<file path="src/rtl/tiny_nn_pkg.sv">
// Shared number format for the tiny NN datapath: 16-bit float {sgn, exp[7:0], mant[6:0]}, bias 127.
// Zero is any value with a zero exponent field; there are no subnormals, infinities or NaNs.
package tiny_nn_pkg;

    localparam int unsigned ExpW    = 8;
    localparam int unsigned MantW   = 7;
    localparam int unsigned FpW     = 1 + ExpW + MantW;
    localparam int unsigned ExpBias = 127;

    typedef struct packed {
        logic             sgn;
        logic [ExpW-1:0]  exp;
        logic [MantW-1:0] mant;
    } fp_t;

endpackage

</file>
<file path="src/rtl/fp_mul.sv">
// Combinational fp_t multiplier: round-to-nearest-even, zero operands/underflow give signed zero,
// exponent overflow saturates to the largest magnitude {sgn, 8'hFF, 7'h7F}.
module fp_mul
    import tiny_nn_pkg::*;
(
    input  fp_t a_i,
    input  fp_t b_i,
    output fp_t p_o
);

    logic [2*MantW+1:0] prod;
    logic signed [10:0] exp_raw;
    logic signed [10:0] exp_norm;
    logic signed [10:0] exp_fin;
    logic [MantW-1:0]   mant_t;
    logic               guard;
    logic               sticky;
    logic               round_up;
    logic [MantW:0]     mant_r;

    always_comb begin
        prod    = {8'b0, 1'b1, a_i.mant} * {8'b0, 1'b1, b_i.mant};
        exp_raw = $signed({3'b000, a_i.exp}) + $signed({3'b000, b_i.exp})
                  - $signed(11'(ExpBias));

        // Product of two [1,2) significands lies in [1,4): renormalise by at most one bit.
        if (prod[15]) begin
            mant_t   = prod[14:8];
            guard    = prod[7];
            sticky   = |prod[6:0];
            exp_norm = exp_raw + 11'sd1;
        end else begin
            mant_t   = prod[13:7];
            guard    = prod[6];
            sticky   = |prod[5:0];
            exp_norm = exp_raw;
        end

        round_up = guard & (sticky | mant_t[0]);
        mant_r   = {1'b0, mant_t} + {{MantW{1'b0}}, round_up};
        exp_fin  = mant_r[MantW] ? exp_norm + 11'sd1 : exp_norm;

        p_o.sgn  = a_i.sgn ^ b_i.sgn;
        p_o.exp  = '0;
        p_o.mant = '0;
        if (a_i.exp != '0 && b_i.exp != '0 && exp_fin > 11'sd0) begin
            if (exp_fin > 11'sd255) begin
                p_o.exp  = '1;
                p_o.mant = '1;
            end else begin
                p_o.exp  = exp_fin[ExpW-1:0];
                p_o.mant = mant_r[MantW-1:0];
            end
        end
    end

endmodule

</file>
<file path="src/rtl/fp_mul_pipe.sv">
// Two-stage valid/ready pipeline around fp_mul: S1 registers operands, S2 registers the product.
// Counts consumed results in a wrapping CountW-bit counter.
module fp_mul_pipe
    import tiny_nn_pkg::*;
#(
    parameter int unsigned CountW = 16
) (
    input  logic              clk_i,
    input  logic              rst_ni,
    input  logic              op_valid_i,
    output logic              op_ready_o,
    input  fp_t               op_a_i,
    input  fp_t               op_b_i,
    output logic              res_valid_o,
    input  logic              res_ready_i,
    output fp_t               res_o,
    output logic              busy_o,
    output logic [CountW-1:0] res_count_o
);

    logic              s1_valid_q, s1_valid_d;
    fp_t               s1_a_q, s1_a_d;
    fp_t               s1_b_q, s1_b_d;
    logic              s2_valid_q, s2_valid_d;
    fp_t               s2_res_q, s2_res_d;
    logic [CountW-1:0] res_count_q, res_count_d;

    fp_t  prod;
    logic s1_adv;
    logic op_fire;
    logic res_fire;

    fp_mul u_fp_mul (
        .a_i (s1_a_q),
        .b_i (s1_b_q),
        .p_o (prod)
    );

    always_comb begin
        res_fire   = s2_valid_q & res_ready_i;
        // S1 may move into S2 in the same cycle S2 is drained, so ready ripples back from res_ready_i.
        s1_adv     = s1_valid_q & (~s2_valid_q | res_ready_i);
        op_ready_o = ~s1_valid_q | s1_adv;
        op_fire    = op_valid_i & op_ready_o;

        s1_valid_d = op_fire ? 1'b1 : (s1_adv ? 1'b0 : s1_valid_q);
        s1_a_d     = op_fire ? op_a_i : s1_a_q;
        s1_b_d     = op_fire ? op_b_i : s1_b_q;

        s2_valid_d = s1_adv ? 1'b1 : (res_fire ? 1'b0 : s2_valid_q);
        s2_res_d   = s1_adv ? prod : s2_res_q;

        res_count_d = res_fire ? res_count_q + CountW'(1) : res_count_q;
    end

    always_ff @(posedge clk_i or negedge rst_ni) begin
        if (!rst_ni) begin
            s1_valid_q  <= 1'b0;
            s1_a_q      <= '0;
            s1_b_q      <= '0;
            s2_valid_q  <= 1'b0;
            s2_res_q    <= '0;
            res_count_q <= '0;
        end else begin
            s1_valid_q  <= s1_valid_d;
            s1_a_q      <= s1_a_d;
            s1_b_q      <= s1_b_d;
            s2_valid_q  <= s2_valid_d;
            s2_res_q    <= s2_res_d;
            res_count_q <= res_count_d;
        end
    end

    always_comb begin
        res_valid_o = s2_valid_q;
        res_o       = s2_res_q;
        busy_o      = s1_valid_q | s2_valid_q;
        res_count_o = res_count_q;
    end

endmodule
</file>
<file path="config.mk">
export PLATFORM = sky130hd
export DESIGN_NAME = fp_mul_pipe
export DESIGN_NICKNAME = d
export VERILOG_FILES = /design/src/rtl/tiny_nn_pkg.sv /design/src/rtl/fp_mul.sv /design/src/rtl/fp_mul_pipe.sv
export SDC_FILE = /design/constraint.sdc
export NUM_CORES = 1
export LEC_CHECK = 0
export CORE_ASPECT_RATIO = 0.6
export CORE_MARGIN = 2
export CORE_UTILIZATION = 59
export CTS_BUF_LIST = sky130_fd_sc_hd__clkbuf_2 sky130_fd_sc_hd__clkbuf_4 sky130_fd_sc_hd__clkbuf_8
export CTS_CLUSTER_DIAMETER = 40
export CTS_CLUSTER_SIZE = 24
export DETAILED_ROUTE_END_ITERATION = 6
export PLACE_DENSITY = 0.83
export SLEW_MARGIN = 20
export SYNTH_ARGS = -nofsm -noshare
export SYNTH_HDL_FRONTEND = slang
export SYNTH_SLANG_ARGS = --single-unit
</file>
<file path="constraint.sdc">
create_clock -name clk_i -period 8.13 [get_ports clk_i]
set_clock_uncertainty 0.05 [all_clocks]
set_input_delay 0.813 -clock clk_i [delete_from_list [all_inputs] [get_ports clk_i]]
set_output_delay 0.813 -clock clk_i [all_outputs]
set_load 0.02 [all_outputs]
</file>
; Word level (Yosys, flattened, before mapping)
; Index checks and enable logic that the tools add are counted.
[op_classes]
addsub = 6
n_mul = 1
n_lt_le_gt_ge = 2
muxes = 11
n_bitwise = 11
n_reduce_logical = 8
[ops]
columns = op, count
row1 = $mux W15, 2
row2 = $add A11 B2 Y11 const B, 2
row3 = $mux W11, 2
row4 = $add A16 B1 Y16 const B, 1
row5 = $mul A8 B8 Y16, 1
row6 = $reduce_bool A8 Y1, 2
row7 = $gt A11 B1 Y1 const B, 1
row8 = $gt A11 B9 Y1 const B, 1
row9 = $sub A11 B8 Y11 const B, 1
row10 = $add A8 B8 Y9, 1
row11 = $add A7 B1 Y8, 1
row12 = $mux W7, 1
row13 = $reduce_or A7 Y1, 1
row14 = $mux W1, 6
row15 = $reduce_or A6 Y1, 1
row16 = $and A1 B1 Y1, 4
row17 = $or A1 B1 Y1, 4
row18 = $reduce_bool A2 Y1, 2
row19 = $logic_and A1 B1 Y1, 2
row20 = $not A1 Y1, 2
row21 = $xor A1 B1 Y1, 1
[totals]
reg_bits = 66
inputBits = 36
out_inout_bits = 35
wordCells = 51

; Logic depth before layout (Yosys ltp)
[logic_depth]
depth_word = 10
ltp_mapped = 29
mapped_depth_nobuf = 26

; Modules after synthesis
; A second synthesis with hierarchy kept.
[unflattened]
cells_unflattened = 667
hier_area_um2 = 6492.5
[modules_own_cells]
columns = module, instances, cells_per_inst, area_per_inst_um2, seq_area_each_um2
row1 = fp_mul, 1, 504, 3922.5, 0.0
row2 = fp_mul_pipe, 1, 163, 2570.0, 1651.6

; Worst setup path after synthesis
; Ideal clock, no wire load.
[synth_timing]
path_kind = register to register
from = register s1_b_q[4] (netlist name)
to = register s2_res_q, in the netlist res_o[5]
setup_ns = 0.126
arrival_ns = 6.130
required_time_ns = 7.954
path_slack_ns = 1.824
stages_incl_launch_ff = 27
path_buffers = 2
synth_period_minus_slack_ns = 6.306
cell_sequence = dfrtp_1 and2_1 fa_1 inv_1 fa_1 inv_1 fa_1 inv_1 fa_1 inv_1 ha_1 o211a_1 o31ai_2 a311oi_2 mux2i_1 nor2_4 buf_6 clkbuf_1 xnor2_1 ha_1 xor2_1 nand3_1 a21oi_1 nand3_1 a21oi_1 a41oi_4 a221o_1
[synth_via]
elab_chain_cells = 10
word_cells_on_any_way = 17
classes_between = 2 x add/sub / 1 x mul / 2 x order compare / 7 x mux / 2 x bitwise / 3 x reduce/logical
[synth_lines]
columns = element, line_no
row1 = from (decl), fp_mul_pipe.sv:23  ; fp_t s1_b_q, s1_b_d;
row2 = from (signal assigned), fp_mul_pipe.sv:60  ; s1_b_q <= '0;
row3 = from (signal assigned), fp_mul_pipe.sv:67  ; s1_b_q <= s1_b_d;
row4 = $mul A8 B8 Y16 (*), fp_mul.sv:22  ; prod = {8'b0, 1'b1, a_i.mant} * {8'b0, 1'b1, b_i.mant};
row5 = $reduce_or A7 Y1 / $reduce_or A6 Y1 (equally long branches), "fp_mul.sv:30, fp_mul.sv:35"
row6 = $mux W1, fp_mul.sv:27  ; if (prod[15]) begin
row7 = $or A1 B1 Y1, fp_mul.sv:39  ; round_up = guard & (sticky | mant_t[0]);
row8 = $and A1 B1 Y1, fp_mul.sv:39
row9 = $add A7 B1 Y8, fp_mul.sv:40  ; mant_r = {1'b0, mant_t} + {{MantW{1'b0}}, round_up};
row10 = $mux W11, fp_mul.sv:41  ; exp_fin = mant_r[MantW] ? exp_norm + 11'sd1 : exp_norm;
row11 = $gt A11 B9 Y1 / $gt A11 B1 Y1 (equally long branches), "fp_mul.sv:47, fp_mul.sv:46"
row12 = $mux W15 / $logic_and A1 B1 Y1 (equally long branches), "fp_mul.sv:47, fp_mul.sv:46"
row13 = $mux W15 (*), fp_mul.sv:46  ; if (a_i.exp != '0 && b_i.exp != '0 && exp_fin > 11'sd0) begin
row14 = to (signal assigned), fp_mul_pipe.sv:69  ; s2_res_q <= s2_res_d;
row15 = to (decl), fp_mul_pipe.sv:25  ; fp_t s2_res_q, s2_res_d;
; Mark *: on every way between the ends. The rest lies on a longest branch, timed or not.
; A chain may end at the register's enable or synchronous reset.

; Worst setup path in the final report
; Ends and elaborated chain as after synthesis.

==> impl_metrics.yaml <==
synthesis:
  synth_top_family_by_area: "adder cells"
  avgSynthCellArea_um2: 9.93
  synthAdderAreaFrac_pct: 21.6
  syn_area_um2: 6210
  synth-main-ff-cell: "dfrtp_1"
  synth_cells: 626
  synthArstFlopShare_pct: 100
  muxShareOfSynthArea_pct: 6.99
  synth-compound-area-share_pct: 13.6
  synth_xor_area_share_pct: 8.78
  synth-simple-area-share_pct: 16.7
  yosysTopAreaCellShare_pct: 26.6
  synth_area_leader_cell: "dfrtp_1"
  synth_seq_cells: 66
  ys_types: 80
  yosysSeqAreaShare_pct: 26.6
  synth-warning-count: 0
  synth_fp_nets: 747
  synthTopCellsByArea: "dfrtp_1, fa_1, ha_1, mux2_2, xnor2_1"
  synth-edff-count: 0
clock_tree:
  clock_latency_ns: 0.37
  cts_max_level: 3
  cts_buffers: 9
  post-cts-setup-buffers: 0
  cts_tree: "done"
  cts-root-buf: "clkbuf_8"
  cts_sinks: 66
  hold_buffers: 0
  cts.clk_slew.worst_paths_ns: 0.08
  clockBufferDepth: 2
  ctsResizeCount: 0
critical_path:
  cp_max_fo: 11
  reg2reg_from: "s1_b_q[4]$_DFFE_PN0P_"
  regToRegEndpoint: "res_o[5]$_DFFE_PN0P_"
  crit_arrival_ns: 7.08
  reg2reg_setup_slack_ns: 1.24
  required_ns: 8.32
  reg2reg_depth: 25
  critPathKind: "register to register"
  end_kind: "register"
  worstSetupStartpointType: "register"
floorplanning:
  fp-row-count: 28
  io_pins: 71
  die_x_um: 136
  start_util_pct: 61.8
  dieArea_um2: 11400
  core_area_um2: 10100
  die_h_um: 83.5
detailed_routing:
  vias: 4885
  totalWireLength_um: 14300
  ant_nets: 0
  detail_route.first_pass.iterations: 5
  drc_errors: 0
  via_per_inst: 5.84
  drt-initial-drc-count: 318
  wl_per_cell_um: 17.1
cells_and_area:
  finalNonFillerCells: 836
  design_area_um2: 7210
  area_growth_syn_to_layout_pct: 16.1
  diodes: 0
  final_common_cell: "inv_1"
  nets: 817
  final_cell_mix: "inv_1, clkdlybuf4s50_1, dfrtp_1, ha_1, and2_1"
  drive_gt1_share_pct: 11.7
sta:
  grt_setup_unrepaired: "no"
  drv_slew: 0
  setup_viol: 0
  max_slew_margin_pct: 45.0
  finalHoldViolCount: 0
  tightest_slew_ns: 0.825
  period_share_pct: 84.7
  finalCriticalPeriod_ns: 6.89
  max_freq_ghz: 0.145
  finalSetupTns_ns: 0
placement:
  place_area_um2: 7010
  dpl.hpwl_um: 11400
  portBuffers: 70
  finalWeightedCongestion: 0.950
  dp.cells: 820
run_status:
  status: "finished, final reports clean"
global_routing:
  grt_pass1_vias: 4851
  grt-ovfl-total: 0
  track_usage_pct: 26.9
  grt_first_pass_wirelength_um: 24100
  grt_max_degree: 67
  antenna_found_initial: 0
min_path:
  worst_hold_path.endpoint: "res_count_o[15]$_DFFE_PN0P_"
  min-delay-start: "res_count_o[15]$_DFFE_PN0P_"
  hold_class: "register to register"
  min_path_cells: 1
flow_run:
  max_cap_violations: 0
## Yosys cell counts (all sizes together), types with 3 or more instances
master  number
inv         71
dfrtp       66
ha          48
and2        40
xnor2       38
fa          37
nand2       37
mux2        35
nor2        32
a21oi       27
nand3       20
xor2        20
o21ai       16
a221o       13
buf          9
a211oi       7
nor4         7
a21o         6
nand3b       6
clkbuf       5
nand4        5
nor2b        5
nor3         5
o21a         5
and3         4
mux2i        4
nand2b       4
o21bai       4
a31oi        3
o211ai       3
o31ai        3
or2          3
or3          3
## cell type report
type / instances / area, um2
flip-flops and latches: 66 / 1650
clock inverters: 6 / 65.1
clock buffers: 10 / 138
inverters: 72 / 270
multi-input cells: 474 / 4200
repair buffers: 73 / 718
fillers: 743 / 2840
well taps: 135 / 169
## worst max path at each step
stage                                      from                   end  slack [ns]  cells after the start
after detailed placement  s1_b_q[4]$_DFFE_PN0P_  res_o[5]$_DFFE_PN0P_        1.34                     25
after global placement    s1_b_q[6]$_DFFE_PN0P_  res_o[5]$_DFFE_PN0P_        1.60                     26
final                     s1_b_q[4]$_DFFE_PN0P_  res_o[5]$_DFFE_PN0P_        1.24                     25
after floorplan           s1_b_q[4]$_DFFE_PN0P_  res_o[5]$_DFFE_PN0P_        1.82                     26
after global routing      s1_a_q[5]$_DFFE_PN0P_  res_o[5]$_DFFE_PN0P_        0.88                     23
after CTS                 s1_b_q[4]$_DFFE_PN0P_  res_o[5]$_DFFE_PN0P_        1.29                     25
## cell families after synthesis
logic type	count (synthesis)
AND/OR/NAND/NOR	183
AO/OA/AOI/OAI	109
buffers and inverters	86
adder cells (fa/ha/maj)	85
flip-flops	66
XOR/XNOR	58
multiplexers	39
## per-stage QoR
step,hold WS (ns),setup slack (ns),util [%]
final,0.425,1.24,71.7
after global routing,0.473,0.876,71.7
after CTS,0.429,1.29,71.7
after detailed placement,0.418,1.34,69.7
after global placement,0.409,1.60,69.7
after floorplan,0.441,1.82,-
## worst max-delay path, cell delays in order (launching register included)
cell and delay [ns]:
dfrtp_1 0.49, and2_1 0.22, fa_1 0.53, inv_1 0.05, fa_1 0.50, inv_1 0.07
fa_1 0.53, inv_1 0.05, fa_1 0.52, inv_1 0.04, ha_1 0.35, o211a_1 0.18
o31ai_2 0.09, a311oi_2 0.34, mux2_2 0.44, nand2_1 0.29, nor2_1 0.08, a21oi_1 0.23
ha_1 0.33, xor2_1 0.19, nand3_1 0.10, a21oi_1 0.16, nand3_1 0.08, a21oi_1 0.31
a41oi_4 0.21, a221o_1 0.36
## registers in the layout (all words and copies together), names as in the netlist
name	count
res_o	16
s1_b_q	16
res_valid_o	1
res_count_o	16
s1_a_q	16
s1_valid_q	1
## per-layer routing
layer	vias to the layer above	wire (um)	track usage [%]
met4	0	121	4.64
li1	2309	-	-
met5	-	0	0
met1	2378	7180	40.7
met2	188	5700	37.5
met3	10	1260	9.35
Power is not shown: default switching activity piles up to over one toggle a cycle in this logic, so the estimate is an artifact.
